**config.mk**
```make
export PLATFORM = sky130hd
export DESIGN_NAME = multicycle_controller
export DESIGN_NICKNAME = d
export VERILOG_FILES = /design/src/rtl/mcu_pkg.sv /design/src/rtl/multicycle_ctrl_decode.sv /design/src/rtl/multicycle_controller.sv
export SDC_FILE = /design/constraint.sdc
export NUM_CORES = 1
export LEC_CHECK = 0
export ABC_AREA = 1
export CORE_MARGIN = 5
export CORE_UTILIZATION = 35
export DETAILED_ROUTE_END_ITERATION = 8
export GPL_TIMING_DRIVEN = 0
export HOLD_SLACK_MARGIN = 0.03
export PLACE_DENSITY_LB_ADDON = 0.12
export SLEW_MARGIN = 5
export SYNTH_ARGS = -nofsm -noshare
export SYNTH_HDL_FRONTEND = slang
export SYNTH_SLANG_ARGS = --single-unit
```
**constraint.sdc**
```tcl
create_clock -name clk -period 1.42 [get_ports clk]
set_input_delay 0.355 -clock clk [delete_from_list [all_inputs] [get_ports clk]]
set_output_delay 0.355 -clock clk [all_outputs]
set_load 0.005 [all_outputs]
```
**src/rtl/mcu_pkg.sv**
```systemverilog
// Shared encodings for the multi-cycle MIPS controller.
// MULTICYCLE_JUMP_EN enables decoding of J; without it J is illegal.
package mcu_pkg;

  localparam int unsigned STATE_W  = 4;
  localparam int unsigned OPCODE_W = 6;

  typedef enum logic [STATE_W-1:0] {
    RST_S    = 4'd0,
    FETCH    = 4'd1,
    DECODE   = 4'd2,
    MEM_ADDR = 4'd3,
    MEM_RD   = 4'd4,
    WB_MEM   = 4'd5,
    MEM_WR   = 4'd6,
    EXEC_R   = 4'd7,
    WB_R     = 4'd8,
    EXEC_I   = 4'd9,
    WB_I     = 4'd10,
    BRANCH   = 4'd11,
    JUMP     = 4'd12,
    HALT     = 4'd13
  } state_t;

  localparam logic [OPCODE_W-1:0] OP_R    = 6'b000000;
  localparam logic [OPCODE_W-1:0] OP_LW   = 6'b100011;
  localparam logic [OPCODE_W-1:0] OP_SW   = 6'b101011;
  localparam logic [OPCODE_W-1:0] OP_BEQ  = 6'b000100;
  localparam logic [OPCODE_W-1:0] OP_ADDI = 6'b001000;
  localparam logic [OPCODE_W-1:0] OP_J    = 6'b000010;

  typedef enum logic [2:0] {
    ALU_ADD   = 3'b000,
    ALU_SUB   = 3'b001,
    ALU_FUNCT = 3'b010
  } aluOp_t;

  typedef enum logic [1:0] {
    SRCB_RT     = 2'b00,
    SRCB_FOUR   = 2'b01,
    SRCB_IMM    = 2'b10,
    SRCB_IMMSH2 = 2'b11
  } aluSrcB_t;

  typedef enum logic [1:0] {
    PCSRC_ALU    = 2'b00,
    PCSRC_ALUOUT = 2'b01,
    PCSRC_JUMP   = 2'b10
  } pcSource_t;

  typedef struct packed {
    logic      pcWrite;
    logic      pcWriteCond;
    logic      iord;
    logic      memRead;
    logic      memWrite;
    logic      irWrite;
    logic      regDst;
    logic      memToReg;
    logic      regWrite;
    logic      aluSrcA;
    aluSrcB_t  aluSrcB;
    aluOp_t    aluOp;
    pcSource_t pcSource;
    logic      halted;
  } ctrl_t;

  // Successor of DECODE for a given opcode.
  function automatic state_t decodeTarget(input logic [OPCODE_W-1:0] op);
    case (op)
      OP_R:         return EXEC_R;
      OP_LW, OP_SW: return MEM_ADDR;
      OP_ADDI:      return EXEC_I;
      OP_BEQ:       return BRANCH;
`ifdef MULTICYCLE_JUMP_EN
      OP_J:         return JUMP;
`endif
      default:      return HALT;
    endcase
  endfunction

endpackage

```
**src/rtl/multicycle_ctrl_decode.sv**
```systemverilog
// Combinational state -> control-vector decode (Moore outputs).
// JUMP strobes exist only with MULTICYCLE_JUMP_EN.
module multicycle_ctrl_decode
  import mcu_pkg::*;
(
  input  state_t state,
  output ctrl_t  ctrl
);

  always_comb begin
    ctrl.pcWrite     = 1'b0;
    ctrl.pcWriteCond = 1'b0;
    ctrl.iord        = 1'b0;
    ctrl.memRead     = 1'b0;
    ctrl.memWrite    = 1'b0;
    ctrl.irWrite     = 1'b0;
    ctrl.regDst      = 1'b0;
    ctrl.memToReg    = 1'b0;
    ctrl.regWrite    = 1'b0;
    ctrl.aluSrcA     = 1'b0;
    ctrl.aluSrcB     = SRCB_RT;
    ctrl.aluOp       = ALU_ADD;
    ctrl.pcSource    = PCSRC_ALU;
    ctrl.halted      = 1'b0;
    case (state)
      // pcWrite/irWrite are further qualified by mem_ready at the top level
      FETCH: begin
        ctrl.memRead = 1'b1;
        ctrl.aluSrcB = SRCB_FOUR;
        ctrl.irWrite = 1'b1;
        ctrl.pcWrite = 1'b1;
      end
      DECODE:   ctrl.aluSrcB = SRCB_IMMSH2;
      MEM_ADDR: begin
        ctrl.aluSrcA = 1'b1;
        ctrl.aluSrcB = SRCB_IMM;
      end
      MEM_RD: begin
        ctrl.iord    = 1'b1;
        ctrl.memRead = 1'b1;
      end
      WB_MEM: begin
        ctrl.memToReg = 1'b1;
        ctrl.regWrite = 1'b1;
      end
      MEM_WR: begin
        ctrl.iord     = 1'b1;
        ctrl.memWrite = 1'b1;
      end
      EXEC_R: begin
        ctrl.aluSrcA = 1'b1;
        ctrl.aluOp   = ALU_FUNCT;
      end
      WB_R: begin
        ctrl.regDst   = 1'b1;
        ctrl.regWrite = 1'b1;
      end
      EXEC_I: begin
        ctrl.aluSrcA = 1'b1;
        ctrl.aluSrcB = SRCB_IMM;
      end
      WB_I: ctrl.regWrite = 1'b1;
      BRANCH: begin
        ctrl.aluSrcA     = 1'b1;
        ctrl.aluOp       = ALU_SUB;
        ctrl.pcWriteCond = 1'b1;
        ctrl.pcSource    = PCSRC_ALUOUT;
      end
`ifdef MULTICYCLE_JUMP_EN
      JUMP: begin
        ctrl.pcWrite  = 1'b1;
        ctrl.pcSource = PCSRC_JUMP;
      end
`endif
      HALT:    ctrl.halted = 1'b1;
      default: ;
    endcase
  end

endmodule

```
**src/rtl/multicycle_controller.sv**
```systemverilog
// Multi-cycle MIPS sequencer: state register, next-state logic, FETCH handshake.
// MULTICYCLE_JUMP_EN adds the J instruction and JUMP state.
module multicycle_controller
  import mcu_pkg::*;
(
  input  logic       clk,
  input  logic       rst,
  input  logic [5:0] OpCode,
  input  logic       mem_ready,
  output logic       pc_write,
  output logic       pc_write_cond,
  output logic       iord,
  output logic       mem_read,
  output logic       mem_write,
  output logic       ir_write,
  output logic       reg_dst,
  output logic       mem_to_reg,
  output logic       reg_write,
  output logic       alu_src_a,
  output logic [1:0] alu_src_b,
  output logic [2:0] alu_op,
  output logic [1:0] pc_source,
  output logic       halted,
  output logic [3:0] state
);

  state_t stateReg;
  ctrl_t  ctrl;
  logic   inFetch;
  logic   fetchDone;

  always_ff @(posedge clk) begin
    if (rst) begin
      stateReg <= RST_S;
    end else begin
      case (stateReg)
        RST_S:    stateReg <= FETCH;
        FETCH:    stateReg <= mem_ready ? DECODE : FETCH;
        DECODE:   stateReg <= decodeTarget(OpCode);
        MEM_ADDR: stateReg <= (OpCode == OP_LW) ? MEM_RD :
                              (OpCode == OP_SW) ? MEM_WR : HALT;
        MEM_RD:   stateReg <= mem_ready ? WB_MEM : MEM_RD;
        WB_MEM:   stateReg <= FETCH;
        MEM_WR:   stateReg <= mem_ready ? FETCH : MEM_WR;
        EXEC_R:   stateReg <= WB_R;
        WB_R:     stateReg <= FETCH;
        EXEC_I:   stateReg <= WB_I;
        WB_I:     stateReg <= FETCH;
        BRANCH:   stateReg <= FETCH;
        JUMP:     stateReg <= FETCH;
        HALT:     stateReg <= HALT;
        default:  stateReg <= RST_S;
      endcase
    end
  end

  multicycle_ctrl_decode uDecode (
    .state (stateReg),
    .ctrl  (ctrl)
  );

  // IR and PC load only on the cycle the fetch read actually completes.
  assign inFetch   = (stateReg == FETCH);
  assign fetchDone = mem_ready && !rst;

  assign pc_write      = inFetch ? (ctrl.pcWrite && fetchDone) : ctrl.pcWrite;
  assign ir_write      = ctrl.irWrite && fetchDone;
  assign pc_write_cond = ctrl.pcWriteCond;
  assign iord          = ctrl.iord;
  assign mem_read      = ctrl.memRead;
  assign mem_write     = ctrl.memWrite;
  assign reg_dst       = ctrl.regDst;
  assign mem_to_reg    = ctrl.memToReg;
  assign reg_write     = ctrl.regWrite;
  assign alu_src_a     = ctrl.aluSrcA;
  assign alu_src_b     = ctrl.aluSrcB;
  assign alu_op        = ctrl.aluOp;
  assign pc_source     = ctrl.pcSource;
  assign halted        = ctrl.halted;
  assign state         = stateReg;

endmodule
```
==> metrics.yaml <==
grt_util_all_layers_pct: 17.26
rows: 13
p_leak_uw: 0.0006611
cts_tree: "built"
gp_congestion: 0.8795
mostFrequentLayoutCell: "buf_4"
coreArea_um2: 1350
io_pins: 31
setup_viol: 14
areaGrowthSynthToFinish_pct: 121.7
drt-total-wl_um: 2355
final_nets: 167
dp.cells: 142
worstPathRequired_ps: 1070
fin_crit_sh_pct: 118.7
critPathLaunchType: "flop"
powerDensity_nw_per_um2: 704.0
num_antenna_cells: 0
synth.ff_latch_count: 4
hpwlAfterDp_um: 1236
grt_pass1_vias: 776
whs_ps: 550.0
largest_register_ffs: 4
antenna_found_initial: 0
placed_area_um2: 828.3
vdd_drop_max_mv: 0.5582
cpPeakStageDelay_ps: 370
first_pass_iters: 4
cts.sinks: 4
antenna_left: 0
ys_types: 18
ys_warn_count: 0
grt-ovfl-total: 0
vias: 850
die-area_um2: 2354
ff2ff_path_depth: 12
fin_area_um2: 1151
syn_area_per_cell_um2: 5.298
report.final.slew_viol_count: 0
setup_slack_ps: -265.3
remaining_drc_errors: 0
io_buffer_count: 28
final_hold_viol_count: 0
slowest_stage: "dfxtp_4"
start_util_pct: 38.46
violations: "negative setup slack"
syn_inst: 98
min_period_ps: 1685
numCtsBuffers: 3
drtIter0Drc: 26
synth_top_area_cell: "dfxtp_1"
drv_cap: 0
die_h_um: 48.52
wl_per_cell_um: 13.77
drive_gt1_share_pct: 60.90
crit_arrival_ps: 1330
ys_seq_area_share_pct: 15.42
worst_setup_path_end_kind: "output pin"
clk_path_buf_depth: 2
layout.cells.non_filler: 171
clk_pin_slew_worst_paths_ps: 40
min_path_type: "input pin to flop"
root_buffer: "clkbuf_4"
grt_pass1_wl_um: 3360
holdPathStages: 5
max_clock_freq_mhz: 593.4
grt_setup_unrepaired: "true"
routed_via_density: 4.971
clk_latency_ps: 240
crit_fanout: 6
final_cell_mix: "25 x buf_4, 13 x nor2_1, 10 x nand2_1, 10 x buf_6"
die_w_um: 48.52
h-tree-depth: 1
status: "finished with violations"
fin_worst_skew_ps: 2.405
yosys.area.top_type_share_pct: 15.42
grt_start_max_net_pins: 8
ys_top_cells_by_area: "dfxtp_1 15%, nand2_1 14%, nor2_1 12%"
criticalPathCategory: "flop to output pin"
crit_chain: "buf_4 -> buf_6 -> nor2_4 -> nand2_2 -> nand4_1 -> buf_2"
syn_area_um2: 519.2
-- cell usage after synthesis --
master	count
nand2_1	19
nor2_1	17
inv_1	15
nand3_1	10
buf_4	5
inv_2	5
nor2_2	5
dfxtp_1	4
nand2_2	4
nand4_1	3
nor3_1	3
a21oi_1	2
a21oi_2	1
clkinv_2	1
conb_1	1
nor2_4	1
o211ai_1	1
o21ai_0	1
-- worst paths after layout --
check	start	endpoint	slack, ps
max	state[3]	alu_src_a	-270
min	mem_ready	state[0]	550
max reg2reg	state[3]	state[3]	-220
min reg2reg	state[1]	state[3]	840
-- stage by stage --
step	setup TNS [ps]	utilization (%)	setup WS [ps]	power [uW]
finish	-2516	85.26	-265.3	810.3
global route	-3341	85.26	-322.2	865.2
CTS	-2171	76.18	-284.3	720.7
detailed placement	-5748	61.35	-708.6	480.0
global placement	-5502	61.35	-702.6	476.3
floorplan	0	-	31.82	318.8
-- layer usage --
metal / up-vias / global-route usage, % / wire length (um)
met5: - / 0 / 0
met4: 0 / 13.00 / 63
met3: 9 / 2.752 / 164
met2: 43 / 29.35 / 1240
met1: 382 / 18.83 / 886
li1: 416 / - / -
-- worst max-delay path, delay by kind of cell, from the launching register on --
family                 cells  cell delay (ps)
flip-flops                 1              370
buffers and inverters      3              370
AND/OR/NAND/NOR            3              330
-- power by group --
group / internal, uW / total [uW] / leakage, uW / switching [uW]
registers: 132 / 174 / 0.0000356 / 42.6
clock network: 94.8 / 145 / 0.0000138 / 50.5
logic: 244 / 491 / 0.000612 / 247
-- area by class of cell --
cell class | count | area (um^2)
Multi-Input combinational cell | 69 | 432.9
Fill cell | 81 | 198.9
Tap cell | 15 | 18.77
Inverter | 21 | 93.84
Buffer | 5 | 45.04
Clock buffer | 3 | 22.52
Sequential cell | 4 | 95.09
Timing Repair Buffer | 54 | 442.9
-- kinds of logic after synthesis --
logic type             count (synthesis)  synth area share [%]
AOI/OAI and AO/OA                      5                 6.024
buffers and inverters                 26                 22.65
DFF                                    4                 15.42
other                                  1                0.7222
and+or+nand+nor                       62                 55.18
-- timing repair --
action	in CTS	in global routing
setup buffers	21	5
pin swaps	12	10
gates resized for setup	86	31
cloned	0	0
setup endpoints to repair	20	18
hold buffers	0	0
No activity file was read; power rests on OpenSTA's default activity.
